File: src/rtl/hist_align_accumulator_if.sv
// ============================================================================
// Module   : hist_align_accumulator_if
// Brief    : Beat-input / result-output handshake bundle for the align stage.
// Revision : 1.0
// ============================================================================
`default_nettype none

interface hist_align_accumulator_if #(
    parameter int MAX_BEATS = 16,
    parameter int RES_W     = 26
);
    localparam int c_bw = $clog2(MAX_BEATS) + 1;

    logic                    in_valid;
    logic                    in_ready;
    logic [15:0][5:0]        in_bins;
    logic                    in_last;
    logic                    out_valid;
    logic                    out_ready;
    logic signed [RES_W-1:0] result;
    logic [c_bw-1:0]         out_beats;
    logic                    overflow;

    modport slave (
        input  in_valid, in_bins, in_last, out_ready,
        output in_ready, out_valid, result, out_beats, overflow
    );

    modport master (
        output in_valid, in_bins, in_last, out_ready,
        input  in_ready, out_valid, result, out_beats, overflow
    );
endinterface

`default_nettype wire

File: src/rtl/hist_align_accumulator.sv
// ============================================================================
// Module   : hist_align_accumulator
// Brief    : Accumulates per-exponent bins over a beat group, then reduces
//            them MSB-first (Horner) into one signed dot-product result.
// Revision : 1.0
// ============================================================================
`default_nettype none

module hist_align_accumulator #(
    parameter int MAX_BEATS = 16,
    parameter int ACC_W     = 10,
    parameter int RES_W     = 26
) (
    input  wire logic                  clk,
    input  wire logic                  rst,
    hist_align_accumulator_if.slave    bus
);
    localparam int              c_bw  = $clog2(MAX_BEATS) + 1;
    localparam logic [c_bw-1:0] c_max = c_bw'(MAX_BEATS);
    localparam logic [c_bw-1:0] c_one = c_bw'(1);

    typedef enum logic [1:0] {
        S_ACCUM  = 2'd0,
        S_REDUCE = 2'd1,
        S_OUTPUT = 2'd2
    } state_t;

    state_t                  r_state;
    logic signed [ACC_W-1:0] r_acc [16];
    logic [c_bw-1:0]         r_beat_cnt;
    logic                    r_ovf_sticky;
    logic [3:0]              r_idx;
    logic signed [RES_W-1:0] r_red;
    logic signed [RES_W-1:0] r_result;
    logic [c_bw-1:0]         r_out_beats;
    logic                    r_overflow;
    logic                    r_in_ready;
    logic                    r_out_valid;

    logic                    w_accept;
    logic signed [RES_W-1:0] w_red_next;

    assign w_accept = bus.in_valid && r_in_ready && (r_state == S_ACCUM);

    // One Horner step: shift the partial sum up one exponent, add the next lower bin.
    always_comb begin
        w_red_next = (r_red <<< 1)
                   + {{(RES_W-ACC_W){r_acc[r_idx][ACC_W-1]}}, r_acc[r_idx]};
    end

    always_ff @(posedge clk or posedge rst) begin
        if (rst) begin
            r_state      <= S_ACCUM;
            for (int k = 0; k < 16; k++) r_acc[k] <= '0;
            r_beat_cnt   <= '0;
            r_ovf_sticky <= 1'b0;
            r_idx        <= 4'd0;
            r_red        <= '0;
            r_result     <= '0;
            r_out_beats  <= '0;
            r_overflow   <= 1'b0;
            r_in_ready   <= 1'b1;
            r_out_valid  <= 1'b0;
        end else begin
            case (r_state)
                S_ACCUM: begin
                    if (w_accept) begin
                        for (int k = 0; k < 16; k++) begin
                            r_acc[k] <= r_acc[k]
                                      + {{(ACC_W-6){bus.in_bins[k][5]}}, bus.in_bins[k]};
                        end
                        if (r_beat_cnt == c_max) r_ovf_sticky <= 1'b1;
                        else                     r_beat_cnt   <= r_beat_cnt + c_one;
                        if (bus.in_last) begin
                            r_state    <= S_REDUCE;
                            r_idx      <= 4'd15;
                            r_red      <= '0;
                            r_in_ready <= 1'b0;
                        end
                    end
                end
                S_REDUCE: begin
                    r_red <= w_red_next;
                    r_idx <= r_idx - 4'd1;
                    if (r_idx == 4'd0) begin
                        r_state     <= S_OUTPUT;
                        r_result    <= w_red_next;
                        r_out_beats <= r_beat_cnt;
                        r_overflow  <= r_ovf_sticky;
                        r_out_valid <= 1'b1;
                    end
                end
                S_OUTPUT: begin
                    if (bus.out_ready) begin
                        r_state      <= S_ACCUM;
                        for (int k = 0; k < 16; k++) r_acc[k] <= '0;
                        r_beat_cnt   <= '0;
                        r_ovf_sticky <= 1'b0;
                        r_in_ready   <= 1'b1;
                        r_out_valid  <= 1'b0;
                    end
                end
                default: begin
                    r_state     <= S_ACCUM;
                    r_in_ready  <= 1'b1;
                    r_out_valid <= 1'b0;
                end
            endcase
        end
    end

    assign bus.in_ready  = r_in_ready;
    assign bus.out_valid = r_out_valid;
    assign bus.result    = r_result;
    assign bus.out_beats = r_out_beats;
    assign bus.overflow  = r_overflow;

endmodule

`default_nettype wire

File: src/flat_wrapper.sv
// flat-port wrapper written by rule: the top's interface ports become plain ports
module hist_align_accumulator_flat 
#(
    parameter int MAX_BEATS = 16,
    parameter int ACC_W     = 10,
    parameter int RES_W     = 26
)
  (clk, rst, bus_in_valid, bus_in_bins, bus_in_last, bus_out_ready, bus_in_ready, bus_out_valid, bus_result, bus_out_beats, bus_overflow);
  hist_align_accumulator_if #(.MAX_BEATS(MAX_BEATS), .RES_W(RES_W)) bus_i ();
  input  wire logic clk;
  input  wire logic rst;
  input wire logic [$bits(bus_i.in_valid)-1:0] bus_in_valid;
  input wire logic [$bits(bus_i.in_bins)-1:0] bus_in_bins;
  input wire logic [$bits(bus_i.in_last)-1:0] bus_in_last;
  input wire logic [$bits(bus_i.out_ready)-1:0] bus_out_ready;
  output wire logic [$bits(bus_i.in_ready)-1:0] bus_in_ready;
  output wire logic [$bits(bus_i.out_valid)-1:0] bus_out_valid;
  output wire logic [$bits(bus_i.result)-1:0] bus_result;
  output wire logic [$bits(bus_i.out_beats)-1:0] bus_out_beats;
  output wire logic [$bits(bus_i.overflow)-1:0] bus_overflow;
  assign bus_i.in_valid = bus_in_valid;
  assign bus_i.in_bins = bus_in_bins;
  assign bus_i.in_last = bus_in_last;
  assign bus_i.out_ready = bus_out_ready;
  assign bus_in_ready = bus_i.in_ready;
  assign bus_out_valid = bus_i.out_valid;
  assign bus_result = bus_i.result;
  assign bus_out_beats = bus_i.out_beats;
  assign bus_overflow = bus_i.overflow;
  hist_align_accumulator #(.MAX_BEATS(MAX_BEATS), .ACC_W(ACC_W), .RES_W(RES_W)) u_core (.clk(clk), .rst(rst), .bus(bus_i));
endmodule
File: config.mk
export PLATFORM = sky130hd
export DESIGN_NAME = hist_align_accumulator_flat
export DESIGN_NICKNAME = d
export VERILOG_FILES = /design/src/rtl/hist_align_accumulator_if.sv /design/src/rtl/hist_align_accumulator.sv /design/src/flat_wrapper.sv
export SDC_FILE = /design/constraint.sdc
export NUM_CORES = 1
export LEC_CHECK = 0
export CELL_PAD_IN_SITES_DETAIL_PLACEMENT = 0
export CELL_PAD_IN_SITES_GLOBAL_PLACEMENT = 1
export CORE_UTILIZATION = 32
export CTS_CLUSTER_DIAMETER = 40
export DETAILED_ROUTE_END_ITERATION = 7
export HOLD_SLACK_MARGIN = 0.03
export PLACE_DENSITY_LB_ADDON = 0.1
export SLEW_MARGIN = 20
export SYNTH_ARGS = -nofsm -noshare
export SYNTH_HDL_FRONTEND = slang
export SYNTH_SLANG_ARGS = --single-unit
File: constraint.sdc
create_clock -name clk -period 13 [get_ports clk]
set_input_delay 3.25 -clock clk [delete_from_list [all_inputs] [get_ports clk]]
set_output_delay 3.25 -clock clk [all_outputs]
set_load 0.02 [all_outputs]
-- After elaboration in Yosys (flattened, before gate mapping)
Cells that the tools add are included.
- $add $sub $neg: 19
- magnitude comparators: 1
- equal/unequal tests: 9
- mux-type cells: 31
- bitwise gates (word level): 3
- reduce and logical (&&, ||, !) cells: 14
- operators by type and width (kind ; count):
    160-bit 2-to-1 mux ; 2
    160-bit case mux with 2 select lines ; 1
    10-bit adder ; 16
    25-bit 2-to-1 mux ; 2
    25-bit case mux with 2 select lines ; 1
    10-bit binary-select mux with 4-bit select ; 1
    26-bit adder ; 1
    10-bit 2-to-1 mux ; 2
    4-bit AND reduction ; 4
    5-bit 2-to-1 mux ; 3
    5-bit case mux with 2 select lines ; 1
    3-bit AND reduction ; 3
    2-bit 2-to-1 mux ; 4
    4-bit 2-to-1 mux ; 2
    2-bit inequality test, second input constant ; 4
    4-bit case mux with 2 select lines ; 1
    1-bit 2-to-1 mux ; 7
    1-bit case mux with 3 select lines ; 2
    2-bit case mux with 3 select lines ; 1
    5-bit by 1-bit adder with 5-bit output, second input constant ; 1
    5-bit equality test, second input constant ; 1
    5-bit >= comparator, second input constant ; 1
    4-bit NOT with 5-bit output ; 1
    4-bit logical NOT ; 1
    10 further kinds ; 14
- register bits after elaboration: 231
- input port bits: 101
- output and inout port bits: 34
- word-level logic and storage cells: 103

-- Depth between registers and ports, before layout
- word-level depth: 6
- mapped depth: 16
- mapped depth without buffers: 13

-- Worst setup path after synthesis
No wires, ideal clock.
- kind: input to register
- start: in bus_in_bins[3]
- end: reg u_core.r_acc[159] (netlist bit)
- setup time: 0.076 ns
- arrival: 5.114 ns
- required time: 12.924 ns
- path slack: 7.809 ns
- cell stages on the path: 9
- buffers on the path: 0
- cells stage by stage: ha_1 a21oi_1 nor2b_1 or4b_1 a31o_2 a21oi_1 xor2_1 or3_1 o21ai_1
- cells in the longest elaborated chain, start to end: 3
- ends and longest elaborated chain (what ; RTL line ; source):
    from (decl) ; flat_wrapper.sv:13 ; input wire logic [$bits(bus_i.in_bins)-1:0] bus_in_bins;
    10-bit adder ; hist_align_accumulator.sv:70 ; + {{(ACC_W-6){bus.in_bins[k][5]}}, bus.in_bins[k]};
    160-bit 2-to-1 mux ; hist_align_accumulator.sv:67 ; if (w_accept) begin
    160-bit case mux with 2 select lines ; hist_align_accumulator.sv:65 ; case (r_state)
    to (signal, indexed assignment) ; hist_align_accumulator.sv:69 ; r_acc[k] <= r_acc[k]
    to (decl) ; hist_align_accumulator.sv:29 ; logic signed [ACC_W-1:0] r_acc [16];
No other way between the ends. The select of a mux whose other input is x is not followed.
A chain may end at the register's enable or synchronous reset.

-- Worst setup path in the final report
- start: in bus_in_valid
- end: reg u_core.r_acc[89] (netlist bit)
- cells in the longest elaborated chain, start to end: 4
- ends and longest elaborated chain (what ; RTL line ; source):
    from (decl) ; flat_wrapper.sv:12 ; input wire logic [$bits(bus_i.in_valid)-1:0] bus_in_valid;
    1-bit logical AND (2 in a row) ; hist_align_accumulator.sv:43 ; assign w_accept = bus.in_valid && r_in_ready && (r_state == S_ACCUM);
    2-bit by 1-bit inequality test with 1-bit output (no source line) ; - ;
    3-bit AND reduction (no source line) ; - ;
No other way between the ends.

==> impl_results.md <==
* Status: finished, final reports clean
* Gpl congestion at 0.8139
* Avg Cell Area, Syn at 10.04 um2
* Clock sinks at 231
* Layout cell share with drive strength beyond 1 at 12.49%
* Clk buf depth at 3
* Sequential share of the synthesized area at 35.30%
* Met2 WL at 22000 um
* Clock share of power at 25.8%
* Sequential Power Share at 22.1%
* Hold crit path type: flip-flop to flip-flop
* Layout Cells excl Fill at 2489
* Most common cell after layout, fill and taps aside: dfrtp_1
* Final slew viol count at 0
* P_sw at 2.544 mW
* Post-synth EDFFs at 0
* Top-Level Pins at 135
* Highest Clock Rate at 0.1821 GHz
* Vias in the first global route at 13200
* Leak at 9.182 nW
* Pin count of the biggest net entering global routing at 111
* Clock-pin slew on the worst setup and hold paths at 0.05 ns
* WL per Instance at 19.26 um
* Ys Warns at 0
* Initial Util at 32.58%
* Drt total wl at 47940 um
* Post-route minimum period at 5.491 ns
* DIE AREA at 52090 um2
* Post-Route M1 WL at 23200 um
* Setup-failing EPs final at 0
* Syn_nets at 1921
* Pwr Density at 299.9 nW/um2
* Max-slew headroom at 30.71%
* Placed cell count at 2378
* RSZ-0062 raised after global routing: no
* Initial detailed-routing violation count at 627
* CP Data Arrival Time at 5.95 ns
* Die X at 228.2 um
* Crit share post-route at 42.24%
* Crit end category: flip-flop
* Drt via density at 5.145
* Comb pwr share at 52.1%
* CTS Root Cell: clkbuf_16
* Met3 routed WL at 1676 um
* Int Pwr at 3.621 mW
* Top-area cell type share of the netlist area at 35.14%
* Highest metal used: met5
* Slew at the pin closest to its max-slew limit at 1.039 ns
* Peak VDD IR at 0.1183 mV
* Drt pass-1 iters at 4
* Sw frac at 41.27%
* Synth top area cells: dfrtp_1, ha_1, mux4_2, xor2_1, o21ai_0
* Crit Path Category: primary input to flip-flop
* FP Rows at 82
* Num CTS Buffers at 59
* Fill cells at 4899
* Setup tns final at 0 ns
* Ant. Diodes at 0
* Mapped Area at 16380 um2
* # DRC at 0
* Register Area at 5784 um2
* Max-cap viol count at 0
* H-tree Lvls at 2
* # port buffers at 134
* Most frequent cells in the layout: dfrtp_1, ha_1, nand2_1
* First-pass GRT wire length at 77110 um
* Clk Latency, worst-skew pair at 0.60 ns
* Register bit total from synthesis at 231
* Nets at 2056
* Largest area contributor in the netlist: dfrtp_1
* Fin. Hold Viols at 0
* Unique masters post-synth at 66
* Antenna-violating nets left at 0
* WP data required at 13.46 ns
* Worst setup SP type: primary input
* Initial antenna violation count at 3
* DIE HEIGHT at 228.2 um
* Post-route clock skew at 0.01820 ns
* Max FO, Critical Path at 79
* Post-Syn Instances at 1632
* Async SR Flop Fraction at 100.0%
* CTS tree: built
* Core Area at 50270 um2
* CTS resizes at 0
* DR vias at 12810
* Total global routing overflow at 0
* All-Layer GR Usage at 18.92%
* Postcts setup bufs at 0
* Post-CTS Hold Buffers at 0
* Multi-input logic area at 10210 um2
* P&R area growth vs syn at 25.51%
* Most common flop cell mapped by yosys: dfrtp_1
* Detail Placement HPWL at 33840 um
-- layout make-up --
class                           instances  area share [%]
Clock buffer                           72           7.815
Multi-Input combinational cell       1297           49.69
Tap cell                              672           4.090
Sequential cell                       231           28.14
Inverter                               33          0.6391
Timing Repair Buffer                  145           6.945
Clock inverter                         39           2.684
-- worst max-delay path, cell delays in order --
cell,delay [ns]
clkdlybuf4s50_1,0.41
nor2b_1,0.15
nand2_1,0.21
or2_4,0.48
buf_4,0.77
o211ai_1,0.23
o221ai_1,0.25
o21ai_0,0.11
-- sequential cells by signal, summed over array words and instances, names as in the netlist --
signal / flops
u_core.r_ovf_sticky: 1
u_core.r_idx: 4
u_core.r_state: 2
u_core.bus.out_valid: 1
u_core.bus.result: 26
u_core.bus.out_beats: 5
u_core.r_red: 25
u_core.bus.overflow: 1
u_core.bus.in_ready: 1
u_core.r_beat_cnt: 5
u_core.r_acc: 160
-- per-stage QoR --
stage          hold WS, ns  utilization (%)  total power, mW  setup WS (ns)  instance area [um2]
2_1_floorplan       0.4510                -            3.712          3.419                16380
3_3_place_gp        0.4715            36.59            4.580          6.746                18390
3_5_place_dp        0.4735            36.59            4.600          6.731                18390
4_1_cts             0.4835            40.88            6.242          7.370                20550
5_1_grt             0.5148            40.89            6.687          7.305                20560
6_report            0.4780            40.89            6.166          7.509                20560
-- power by group through the flow --
stage / Clock [mW] / Sequential, mW / Combinational, mW
finish: 1.59 / 1.36 / 3.21
global route: 1.66 / 1.41 / 3.61
CTS: 1.62 / 1.36 / 3.25
detailed placement: 0 / 1.37 / 3.23
global placement: 0 / 1.37 / 3.21
floorplan: 0 / 1.26 / 2.46
-- cells in the mapped netlist (4+ instances only) --
cell / n
o22a_1: 4
nor2b_1: 62
o211ai_1: 12
a31oi_1: 11
nand3_1: 25
o21ai_0: 142
a211oi_1: 4
nand4_1: 5
clkbuf_1: 54
o21bai_1: 21
inv_1: 33
mux2_2: 26
nor4_1: 4
fa_1: 17
o21a_1: 7
a21o_1: 41
or4b_1: 8
nor3_1: 25
dfrtp_1: 230
nand4b_1: 5
xnor2_1: 63
nand2_1: 157
a22o_1: 54
or3_1: 4
buf_2: 8
a21oi_1: 138
xor2_1: 86
buf_1: 7
ha_1: 171
nand3b_1: 4
o31ai_1: 14
mux4_2: 50
a31o_2: 12
nor2_1: 84
-- routing by layer --
layer | GRT usage [%] | vias to the layer above
li1 | - | 6289
met2 | 30.47 | 187
met1 | 26.00 | 6249
met5 | 0 | -
met3 | 3.163 | 74
met4 | 5.474 | 6
-- cell families (layout without fill, tap and decap cells) --
family | after synthesis | count (layout) | share of synthesized area, %
simple gates | 394 | 394 | 11.40
compound gates | 487 | 487 | 18.83
buf+inv | 104 | 289 | 2.513
flops | 231 | 231 | 35.30
mux | 79 | 79 | 8.846
xor+xnor | 149 | 149 | 7.968
fa+ha+maj | 188 | 188 | 15.14
-- final timing paths --
| check | start | endpoint | slack, ns | cells after the start |
|---|---|---|---|---|
| setup / recovery | bus_in_valid | u_core.r_acc[89] | 7.51 | 8 |
| max in group asynchronous | rst | u_core.r_acc[34] | 8.31 | 3 |
| hold reg to reg | u_core.bus.out_beats[1] | u_core.bus.out_beats[1] | 0.48 | 2 |
| min in group asynchronous | rst | u_core.r_acc[154] | 3.24 | 2 |
| hold / removal | u_core.bus.out_beats[1] | u_core.bus.out_beats[1] | 0.48 | 2 |
| setup reg to reg | u_core.r_idx[0] | u_core.bus.result[19] | 8.32 | 14 |
No activity file was read; power rests on OpenSTA's default activity.
